File: src/rtl/sum8_pkg.sv
// sum8_pkg: shared constants and types for the multi-byte add/subtract
// sequencer built around the sum8r ripple adder.
//   BYTE_W  - width of one operand/result byte
//   state_e - sequencer state (S_IDLE waits for byte 0, S_RUN for bytes 1..N-1)
//   clog2() - byte-index width for a given byte count, never less than 1
package sum8_pkg;

    localparam int BYTE_W = 8;

    typedef enum logic [0:0] {
        S_IDLE = 1'b0,
        S_RUN  = 1'b1
    } state_e;

    // Index width for n bytes; a single-byte build still needs a 1-bit index.
    function automatic int clog2(input int n);
        int w;
        w = 0;
        for (int i = 0; i < 31; i++) begin
            if ((1 << i) < n) w = i + 1;
        end
        return (w < 1) ? 1 : w;
    endfunction

endpackage

File: src/rtl/sum8r.sv
// sum8r: 8-bit ripple-carry adder, purely combinational.
// Ports:
//   a, b : addends
//   ci   : carry-in
//   s    : sum (a + b + ci) mod 256
//   co   : carry-out of bit 7
module sum8r
    import sum8_pkg::*;
(
    input  logic [BYTE_W-1:0] a,
    input  logic [BYTE_W-1:0] b,
    input  logic              ci,
    output logic [BYTE_W-1:0] s,
    output logic              co
);

    always_comb begin
        logic c;
        s = '0;
        c = ci;
        for (int i = 0; i < BYTE_W; i++) begin
            s[i] = a[i] ^ b[i] ^ c;
            c    = (a[i] & b[i]) | (c & (a[i] ^ b[i]));
        end
        co = c;
    end

endmodule

File: src/rtl/sum8_chain.sv
// sum8_chain: multi-byte add/subtract sequencer around one sum8r adder.
// Operands arrive least-significant byte first as byte pairs; the carry of
// each byte is kept in c_q and fed into the next byte. Results leave through
// a single output register with a last-byte marker plus word carry/borrow-out
// and signed overflow on the last byte.
// Ports:
//   clk, rst_n           : clock, synchronous active-low reset
//   in_valid / in_ready  : input handshake for a_byte, b_byte, ci, sub
//   a_byte, b_byte       : operand bytes, LSB first
//   ci                   : carry-in (add) / borrow-in (sub), byte 0 only
//   sub                  : 1 = A - B, 0 = A + B, byte 0 only, held for the word
//   out_valid / out_ready: output handshake for res_byte, out_last, co, ovf
//   res_byte             : result byte
//   out_last             : res_byte is the most-significant byte
//   co, ovf              : carry/borrow-out and overflow, nonzero only with out_last
//   dbg_state            : current sequencer state (S_IDLE / S_RUN)
//
// Handshake: a transfer happens on a rising edge where valid && ready are both
// 1. The producer holds its data stable while valid && !ready. in_ready is
// (!out_valid || out_ready) gated by rst_n, so a new byte is taken only when
// the output register is empty or being emptied in the same cycle.
module sum8_chain
    import sum8_pkg::*;
#(
    parameter int NBYTES = 4
) (
    input  logic              clk,
    input  logic              rst_n,
    input  logic              in_valid,
    output logic              in_ready,
    input  logic [BYTE_W-1:0] a_byte,
    input  logic [BYTE_W-1:0] b_byte,
    input  logic              ci,
    input  logic              sub,
    output logic              out_valid,
    input  logic              out_ready,
    output logic [BYTE_W-1:0] res_byte,
    output logic              out_last,
    output logic              co,
    output logic              ovf,
    output logic [0:0]        dbg_state
);

    localparam int                IDX_W    = clog2(NBYTES);
    localparam logic [IDX_W-1:0]  LAST_IDX = IDX_W'(NBYTES - 1);

    state_e            state;
    logic [IDX_W-1:0]  idx;
    logic              c_q;
    logic              sub_q;

    logic              accept;
    logic              consume;
    logic              first;
    logic              is_last;
    logic              s_eff;
    logic [BYTE_W-1:0] add_b;
    logic              add_ci;
    logic [BYTE_W-1:0] add_s;
    logic              add_co;
    logic              ovf_w;

    assign in_ready  = rst_n && (!out_valid || out_ready);
    assign accept    = in_valid && in_ready;
    assign consume   = out_valid && out_ready;
    assign dbg_state = state;

    // Byte 0 takes its mode and carry from the pins; later bytes use the
    // latched mode and the carry left by the previous byte.
    assign first   = (state == S_IDLE);
    assign is_last = (idx == LAST_IDX);
    assign s_eff   = first ? sub : sub_q;

    // Subtraction is A + ~B + 1; the borrow-in is folded into the carry-in
    // by inverting it, so carry-out 1 means "no borrow".
    assign add_b  = b_byte ^ {BYTE_W{s_eff}};
    assign add_ci = first ? (ci ^ s_eff) : c_q;

    sum8r u_add (
        .a  (a_byte),
        .b  (add_b),
        .ci (add_ci),
        .s  (add_s),
        .co (add_co)
    );

    // Signed overflow of the whole word: addends (after inversion) agree in
    // sign but the top result bit does not.
    assign ovf_w = (a_byte[BYTE_W-1] == add_b[BYTE_W-1]) &&
                   (add_s[BYTE_W-1] != a_byte[BYTE_W-1]);

    always_ff @(posedge clk) begin
        if (!rst_n) begin
            state     <= S_IDLE;
            idx       <= '0;
            c_q       <= 1'b0;
            sub_q     <= 1'b0;
            out_valid <= 1'b0;
            res_byte  <= '0;
            out_last  <= 1'b0;
            co        <= 1'b0;
            ovf       <= 1'b0;
        end else begin
            if (accept) begin
                out_valid <= 1'b1;
                res_byte  <= add_s;
                out_last  <= is_last;
                co        <= is_last ? (add_co ^ s_eff) : 1'b0;
                ovf       <= is_last ? ovf_w : 1'b0;
                if (first) begin
                    sub_q <= sub;
                end
                if (is_last) begin
                    // Word complete: the next byte starts a fresh word.
                    state <= S_IDLE;
                    idx   <= '0;
                    c_q   <= 1'b0;
                end else begin
                    state <= S_RUN;
                    idx   <= idx + 1'b1;
                    c_q   <= add_co;
                end
            end else if (consume) begin
                out_valid <= 1'b0;
            end
        end
    end

endmodule

File: config.mk
export PLATFORM = sky130hd
export DESIGN_NAME = sum8_chain
export DESIGN_NICKNAME = d
export VERILOG_FILES = /design/src/rtl/sum8_pkg.sv /design/src/rtl/sum8r.sv /design/src/rtl/sum8_chain.sv
export SDC_FILE = /design/constraint.sdc
export NUM_CORES = 1
export LEC_CHECK = 0
export BUFFER_PORTS_ARGS = -buffer_cell sky130_fd_sc_hd__buf_4
export CAP_MARGIN = 20
export CORE_MARGIN = 2
export CORE_UTILIZATION = 50
export CTS_BUF_LIST = sky130_fd_sc_hd__clkbuf_4 sky130_fd_sc_hd__clkbuf_8
export CTS_CLUSTER_SIZE = 28
export DETAILED_ROUTE_END_ITERATION = 8
export PLACE_DENSITY = 0.81
export SYNTH_ARGS = -nofsm -noshare
export SYNTH_HDL_FRONTEND = slang
export SYNTH_HIERARCHICAL = 1
export SYNTH_SLANG_ARGS = --single-unit
File: constraint.sdc
create_clock -name clk -period 10 [get_ports clk]
set_clock_uncertainty 0.15 [all_clocks]
set_input_delay 0.5 -clock clk [delete_from_list [all_inputs] [get_ports clk]]
set_output_delay 0.5 -clock clk [all_outputs]
set_load 0.02 [all_outputs]
==> flow_metrics.py, run 1 <==
metrics = {
    "timing": {
        "setup_violations": 0,
        "relSlewSlack": 0.616,
        "fin_ws_ps": 5160,
        "min_period_ps": 4840,
        "hold_violations": 0,
        "final_min_period_over_clock_period": 0.484,
        "whs_ps": 308,
        "worstMarginPinSlew_ps": 574,
        "maxSlewViolCount": 0,
        "fmax_mhz": 207,
        "tns_ps": 0,
        "rsz0062_at_grt": "no",
    },
    "drt": {
        "drt_iter0_drc": 10,
        "finalWirelength_microns": 1980,
        "drc": 0,
        "drt_first_pass_iters": 4,
        "routed_via_density": 4.76,
        "ant_nets": 0,
        "avgRoutedWirePerCell_microns": 11.8,
        "vias": 800,
    },
    "grt": {
        "grt_pass1_wl_microns": 2970,
        "track_usage": 0.187,
        "grt_pass1_vias": 728,
        "grt_max_degree": 21,
        "antenna_found_initial": 0,
        "grt_overflow": 0,
    },
    "critical_path": {
        "start_kind": "flip-flop",
        "crit_fanout": 10,
        "regToRegSetupSlack_ps": 5160,
        "crit_type": "flip-flop to flip-flop",
        "reg2reg_depth": 17,
        "cp_data_required_time_ps": 10070,
        "r2r-start": "dbg_state",
        "endpoint_kind": "flip-flop",
        "r2r-end": "ovf",
        "worst-endpoint-arrival_ps": 4910,
    },
    "place": {
        "dp_slack_ps": 5030,
        "numPortBuffers": 35,
        "hpwlAfterDp_microns": 1550,
        "gp_congestion": 0.758,
    },
    "die": {
        "start_util": 0.543,
        "die_area_sq_um": 2300,
        "die_height_microns": 48.0,
        "core_sq_um": 1780,
        "ios": 36,
        "die_w_microns": 48.0,
        "num_rows": 15,
    },
    "cts": {
        "cts_sinks": 17,
        "clk_pin_slew_ps": 100,
        "numCtsBuffers": 3,
        "holdBufCountCts": 0,
        "clockBufferDepth": 2,
        "cts_tree": "yes",
        "h-tree-depth": 1,
        "cts_root_buf": "clkbuf_4",
        "clk_latency_ps": 280,
        "cts_setup_buffers": 0,
        "cts_resized": 0,
    },
    "final_layout": {
        "layout_commonest_cell": "buf_4",
        "diodes": 0,
        "drive_gt1_frac": 0.287,
        "nets": 175,
        "layout_common_cells": "buf_4 (35), nand2_1 (25), dfxtp_1 (17)",
        "area_growth_pct": 31.4,
    },
    "pwr": {
        "ir_drop_uv": 74.6,
        "p_per_area_nw_per_um2": 143,
        "p_leak_nw": 0.617,
    },
    "synth": {
        "syn_avg_cell_area_sq_um": 8.88,
        "seq_area_frac_synth": 0.351,
        "ys_seq_elements": 17,
        "netlist_top_cells_area": "dfxtp_1 (35%), fa_1 (17%), nand2_1 (9.7%), xnor2_1 (8.1%), nand3_1 (6.7%)",
        "synth_fp_nets": 140,
        "post_synth_num_cell_types": 22,
        "synthCells": 109,
        "ys.warnings.count": 6,
        "synth_area_sq_um": 968,
        "synth_top_cell_by_area": "dfxtp_1",
        "netlist.area_leader.share": 0.351,
    },
    "outcome": {
        "outcome": "completed",
    },
    "job": {
        "drv_cap": 0,
    },
    "hold_path": {
        "hold_end": "res_byte[7]",
        "whs_path_depth": 2,
        "hp-class": "flip-flop to flip-flop",
        "hold_start": "res_byte[7]",
    },
}
-- critical path, stage by stage (launching register included) --
cell and delay [ps]:
dfxtp_1 460, mux2i_4 530, xnor2_1 160, fa_1 400, inv_1 80, fa_1 160, inv_1 50, fa_1 380
fa_1 380, fa_1 390, fa_1 390, fa_1 360, inv_1 80, fa_1 410, inv_1 100, nor2b_1 130
mux2i_1 80, o21ai_1 110
-- how the worst max path moves through the flow --
| stage | from | endpoint | slack (ps) | depth (start not counted) |
|---|---|---|---|---|
| floorplan | dbg_state | ovf | 5300 | 17 |
| global placement | sub | ovf | 5160 | 18 |
| detailed placement | sub | ovf | 5030 | 18 |
| CTS | dbg_state | ovf | 5100 | 17 |
| global route | dbg_state | ovf | 4840 | 17 |
| finish | dbg_state | ovf | 5160 | 17 |
-- routing by layer --
layer  track usage  part of all wire
met5             0                 0
met4        0.0973            0.0096
met3        0.0113             0.025
met2         0.347              0.56
met1         0.212              0.41
-- synth_stat cells --
library cell	instances
ha_1	1
clkbuf_1	4
a21boi_0	5
o21ai_0	3
inv_1	11
xnor2_2	1
xnor2_1	9
buf_2	1
nand3b_1	1
nor2b_1	2
and2_1	1
nand2_1	25
dfxtp_1	17
and3_1	1
mux2i_1	1
or3_1	1
nand2b_1	1
mux2i_4	1
nand3_1	13
fa_1	8
o21ai_1	1
a21oi_1	1
-- per-stage QoR --
step / total power, W / util / area, sq um / std cells
after detailed placement: 0.000146 / 0.697 / 1240 / 164
after floorplan: 0.000121 / - / 968 / 109
final: 0.000182 / 0.714 / 1270 / 168
after CTS: 0.000185 / 0.714 / 1270 / 168
after global routing: 0.000195 / 0.714 / 1270 / 168
after global placement: 0.000143 / 0.697 / 1240 / 164
-- state kept, by name, indices dropped and copies added, names as in the netlist --
register / cells
res_byte: 8
idx: 2
c_q: 1
co: 1
dbg_state: 1
out_last: 1
out_valid: 1
ovf: 1
sub_q: 1
-- cell families after synthesis --
family	count (synthesis)	synth area share
AND/OR/NAND/NOR	45	0.211
buffers and inverters	16	0.0633
flip-flops	17	0.351
adder cells (fa/ha/maj)	9	0.178
AO/OA/AOI/OAI	10	0.0646
XOR/XNOR	10	0.0982
multiplexers	2	0.0336
-- area by class of cell --
| class | count | area, sq um |
|---|---|---|
| clock buffers | 4 | 30.0 |
| multi-input cells | 76 | 567 |
| repair buffers | 35 | 263 |
| well taps | 25 | 31.3 |
| inverters | 11 | 41.3 |
| fillers | 146 | 510 |
| flip-flops and latches | 17 | 340 |
-- power breakdown --
| part | switching, W | total, W | internal, W | leakage, nW |
|---|---|---|---|---|
| Combinational | 0.0000338 | 0.0000638 | 0.0000300 | 0.459 |
| Clock | 0.0000207 | 0.0000389 | 0.0000182 | 0.0184 |
| Sequential | 0.00000431 | 0.0000793 | 0.0000750 | 0.140 |
(Power assumes the default switching activity.)
==> run 2: changes to the inputs <==
Settings changed: ABC_AREA from default to 1, PLACE_DENSITY 0.81 to 0.8.
Clock period 10 ns to 4.9 ns, I/O delays scaled along.
==> flow_metrics.py, run 2 <==
metrics = {
    "outcome": {
        "outcome": "completed",
    },
    "timing": {
        "hold_violations": 0,
        "rsz0062_at_grt": "no",
        "fmax_mhz": 216,
        "whs_ps": 52.3,
        "setup_violations": 0,
        "maxSlewViolCount": 0,
        "worstMarginPinSlew_ps": 226,
        "final_min_period_over_clock_period": 0.943,
        "fin_ws_ps": 278,
        "tns_ps": 0,
        "relSlewSlack": 0.849,
        "min_period_ps": 4620,
    },
    "critical_path": {
        "crit_type": "flip-flop to flip-flop",
        "worst-endpoint-arrival_ps": 4690,
        "worst_path_max_delay_cell": "fa_1",
        "cpPeakStageDelay_ps": 410,
        "cp_common_cell": "fa_1",
        "cp_data_required_time_ps": 4960,
        "start_kind": "flip-flop",
        "endpoint_kind": "flip-flop",
        "crit_fanout": 5,
        "path_cells": "inv_1 > nand2_2 > nand2_4 > xor2_1 > fa_1 > inv_1 > fa_1 > inv_1 > fa_1 > fa_1 > fa_1 > fa_1 > fa_1 > inv_1 > fa_1 > inv_1 > inv_1 > nor2_1 > nand3_1 > nand2_1 > nand2_1 > a21oi_1",
        "worst-path-buf-inv": 6,
        "crit_family": "adder cells",
    },
    "die": {
        "start_util": 0.521,
        "core_sq_um": 1920,
        "die_area_sq_um": 2380,
        "num_rows": 16,
        "die_w_microns": 48.8,
        "ios": 36,
        "die_height_microns": 48.8,
    },
    "place": {
        "dp_slack_ps": 304,
        "numPortBuffers": 35,
        "gp_congestion": 0.828,
        "hpwlAfterDp_microns": 1610,
    },
    "final_layout": {
        "nFillCells": 184,
        "diodes": 0,
        "reg_top3": "res_byte (8), idx (2)",
        "area_growth_pct": 31.8,
        "top_register": "res_byte",
        "largest_register_ffs": 8,
        "layout_common_cells": "buf_4 (36), nand2_1 (28), inv_1 (19)",
        "nets": 194,
        "drive_gt1_frac": 0.302,
        "layout_commonest_cell": "buf_4",
    },
    "cts": {
        "clockBufferDepth": 2,
        "cts_tree": "yes",
        "cts_setup_buffers": 0,
        "cts_sinks": 17,
        "clk_pin_slew_ps": 100,
        "holdBufCountCts": 0,
        "cts_resized": 0,
        "cts_root_buf": "clkbuf_4",
        "numCtsBuffers": 3,
        "clk_latency_ps": 280,
        "h-tree-depth": 1,
    },
    "drt": {
        "drt_iter0_drc": 11,
        "ant_nets": 0,
        "finalWirelength_microns": 1990,
        "routed_via_density": 4.62,
        "drt_first_pass_iters": 4,
        "avgRoutedWirePerCell_microns": 10.5,
        "vias": 873,
        "drc": 0,
    },
    "synth": {
        "netlist_top_cells_area": "dfxtp_1 (34%), fa_1 (16%), nand2_1 (10%), inv_1 (7.1%), nand3_1 (7.0%)",
        "syn_avg_cell_area_sq_um": 8.08,
        "synthCells": 124,
        "ys_seq_elements": 17,
        "ys_async_sr_fraction": 0,
        "synth_top_cell_by_area": "dfxtp_1",
        "synth_edf_count": 0,
        "ys.warnings.count": 6,
        "yosysMostFrequentCell": "nand2_1",
        "synth_ff_type": "dfxtp_1",
        "synth_common_cells": "nand2_1 (28), inv_1 (19), dfxtp_1 (17), nand3_1 (14)",
        "seq_area_frac_synth": 0.340,
        "post_synth_num_cell_types": 21,
        "netlist.area_leader.share": 0.340,
        "synth_area_sq_um": 1000,
        "synth_fp_nets": 155,
    },
    "grt": {
        "grt_overflow": 0,
        "grt_pass1_vias": 861,
        "antenna_found_initial": 0,
        "track_usage": 0.182,
        "grt_pass1_wl_microns": 3530,
        "grt_max_degree": 20,
    },
    "pwr": {
        "p_per_area_nw_per_um2": 284,
        "ir_drop_uv": 190,
        "p_leak_nw": 0.694,
        "p_total_w": 0.000375,
    },
    "hold_path": {
        "hp-class": "input port to flip-flop",
    },
    "job": {
        "drv_cap": 0,
    },
}
==> run 2: area by class of cell <==
cell class                      instances  area, sq um  share of cell area
Clock buffer                            4         30.0              0.0227
Inverter                               21         81.3              0.0616
Multi-Input combinational cell         84          566               0.428
Sequential cell                        17          340               0.258
Tap cell                               27         33.8              0.0256
Timing Repair Buffer                   36          270               0.205
==> run 2: worst reg2reg max path: stages (launching register included) <==
cell and delay, ps:
dfxtp_1 380, inv_1 120, nand2_2 120, nand2_4 50, xor2_1 150, fa_1 380
inv_1 70, fa_1 160, inv_1 50, fa_1 370, fa_1 390, fa_1 400
fa_1 390, fa_1 370, inv_1 80, fa_1 410, inv_1 80, inv_1 50
nor2_1 80, nand3_1 80, nand2_1 70, nand2_1 50, a21oi_1 120
==> run 2: metal layers <==
layer,vias to the layer above,share of wire,global-route usage
li1,455,-,-
met1,402,0.43,0.231
met2,14,0.54,0.331
met4,0,0.0086,0.0571
met3,2,0.019,0.00920
met5,-,0,0
==> run 2: path summary, 6_finish.rpt <==
kind / startpoint / end / slack [ps] / cells past startpoint
worst max-delay path: dbg_state / ovf / 280 / 22
worst min-delay path: in_valid / out_valid / 50 / 3
worst max register to register: dbg_state / ovf / 280 / 22
worst min register to register: idx[1] / idx[1] / 320 / 2
==> run 2: stage by stage <==
stage                     instance area (sq um)  instances   util
after floorplan                            1000        124      -
after global placement                     1290        185  0.672
after detailed placement                   1290        185  0.672
after CTS                                  1320        189  0.688
after global routing                       1320        189  0.688
final                                      1320        189  0.688
==> run 2: logic make-up (layout without fill, tap and decap cells) <==
group / count (synthesis) / count (layout) / synth area share
buf+inv: 23 / 61 / 0.0961
simple gates: 55 / 55 / 0.256
flops: 17 / 17 / 0.340
xor+xnor: 9 / 9 / 0.0787
fa+ha+maj: 9 / 9 / 0.172
compound gates: 11 / 11 / 0.0574
==> run 2: report_power, final <==
group	switching (W)	internal [W]
combinational	0.0000749	0.0000603
clock	0.0000403	0.0000370
sequential	0.00000865	0.000154
==> run 3: changes to the inputs <==
Settings changed: REMOVE_ABC_BUFFERS from default to 1.
==> flow_metrics.py, run 3 (synthesis results as in run 2) <==
metrics = {
    "outcome": {
        "outcome": "completed",
    },
    "drt": {
        "drt_iter0_drc": 14,
        "ant_nets": 0,
        "finalWirelength_microns": 2020,
        "drt_first_pass_iters": 4,
        "routed_via_density": 4.73,
        "drc": 0,
        "vias": 890,
        "avgRoutedWirePerCell_microns": 10.7,
    },
    "final_layout": {
        "area_growth_pct": 32.8,
        "diodes": 0,
        "reg_top3": "res_byte (8), idx (2)",
        "nets": 193,
        "final_cells": 188,
        "drive_gt1_frac": 0.311,
        "largest_register_ffs": 8,
        "utilization": 0.693,
        "nFillCells": 166,
        "layout_common_cells": "buf_4 (35), nand2_1 (28), inv_1 (19)",
        "top_register": "res_byte",
        "layout_commonest_cell": "buf_4",
    },
    "critical_path": {
        "cp_common_cell": "fa_1",
        "path_cells": "inv_1 > nand2_4 > nand2_8 > xor2_1 > fa_1 > inv_1 > fa_1 > inv_1 > fa_1 > fa_1 > fa_2 > fa_1 > fa_1 > inv_1 > fa_1 > inv_1 > inv_1 > nor2_1 > nand3_1 > nand2_1 > nand2_1 > a21oi_1",
        "cpPeakStageDelay_ps": 400,
        "endpoint_kind": "flip-flop",
        "crit_fanout": 10,
        "crit_type": "flip-flop to flip-flop",
        "worst-path-buf-inv": 6,
        "crit_family": "adder cells",
        "worst-endpoint-arrival_ps": 4730,
        "start_kind": "flip-flop",
        "cp_data_required_time_ps": 4990,
        "worst_path_max_delay_cell": "fa_1",
    },
    "pwr": {
        "ir_drop_uv": 158,
        "comb_power_share": 0.357,
        "clock_power_share": 0.215,
        "pwr-share-seq": 0.428,
        "internal_power_w": 0.000251,
        "power_switching_w": 0.000130,
        "p_per_area_nw_per_um2": 286,
        "p_leak_nw": 0.692,
        "switching_share": 0.340,
    },
    "timing": {
        "setup_violations": 0,
        "rsz0062_at_grt": "no",
        "hold_violations": 0,
        "tns_ps": 0,
        "whs_ps": 41.4,
        "worstMarginPinSlew_ps": 231,
        "fmax_mhz": 215,
        "final_min_period_over_clock_period": 0.947,
        "min_period_ps": 4640,
        "maxSlewViolCount": 0,
        "relSlewSlack": 0.846,
    },
    "place": {
        "dp.cells": 184,
        "hpwlAfterDp_microns": 1610,
        "gp_congestion": 0.797,
        "numPortBuffers": 35,
    },
    "cts": {
        "cts_sinks": 17,
        "h-tree-depth": 1,
        "numCtsBuffers": 3,
        "clockBufferDepth": 2,
        "cts_tree": "yes",
        "cts_setup_buffers": 0,
        "clk_latency_ps": 290,
        "cts_root_buf": "clkbuf_4",
        "cts_resized": 0,
        "holdBufCountCts": 0,
        "clk_pin_slew_ps": 100,
    },
    "hold_path": {
        "hp-class": "input port to flip-flop",
    },
    "grt": {
        "grt_pass1_wl_microns": 3340,
        "grt_overflow": 0,
        "grt_max_degree": 20,
        "antenna_found_initial": 0,
        "track_usage": 0.183,
        "grt_pass1_vias": 848,
    },
    "die": {
        "start_util": 0.521,
        "num_rows": 16,
        "die_w_microns": 48.8,
        "die_height_microns": 48.8,
        "ios": 36,
        "core_sq_um": 1920,
        "die_area_sq_um": 2380,
    },
    "job": {
        "drv_cap": 0,
    },
}
[run 3: area by class of cell]
type / count / area [sq um] / share of cell area
clock buffers: 4 / 30.0 / 0.0226
well taps: 27 / 33.8 / 0.0254
inverters: 21 / 81.3 / 0.0611
repair buffers: 35 / 263 / 0.197
multi-input cells: 84 / 582 / 0.437
flip-flops and latches: 17 / 342 / 0.257
[run 3: final timing paths]
kind | from | end | slack (ps) | cells past startpoint
max | dbg_state | ovf | 260 | 22
min | in_valid | out_valid | 40 | 3
max reg2reg | dbg_state | ovf | 260 | 22
min reg2reg | res_byte[0] | res_byte[0] | 320 | 2
[run 3: power groups by stage]
stage          registers [W]  logic [W]  clock network (W)
3_5_place_dp        0.000166   0.000135                  0
5_1_grt             0.000165   0.000154          0.0000886
6_report            0.000163   0.000136          0.0000821
4_1_cts             0.000163   0.000136          0.0000845
3_3_place_gp        0.000165   0.000131                  0
2_1_floorplan       0.000180  0.0000673                  0
[run 3: metrics by stage]
step / area (sq um) / setup slack, ps / total power [W]
2_1_floorplan: 987 / 303 / 0.000248
3_3_place_gp: 1280 / 292 / 0.000296
3_5_place_dp: 1280 / 162 / 0.000301
4_1_cts: 1310 / 121 / 0.000383
5_1_grt: 1330 / 0.607 / 0.000407
6_report: 1330 / 257 / 0.000381
[run 3: per-layer routing]
| layer | up-vias | share of wire | routed length (microns) | GRT usage |
|---|---|---|---|---|
| li1 | 456 | - | - | - |
| met1 | 403 | 0.40 | 807 | 0.216 |
| met2 | 26 | 0.54 | 1090 | 0.315 |
| met3 | 5 | 0.044 | 88 | 0.0307 |
| met4 | 0 | 0.018 | 36 | 0.100 |
| met5 | - | 0 | 0 | 0 |
[run 3: tightest hold or removal path: cells and delay by family]
family | cells | cell delay (ps)
simple gates | 2 | 110
buf+inv | 1 | 100
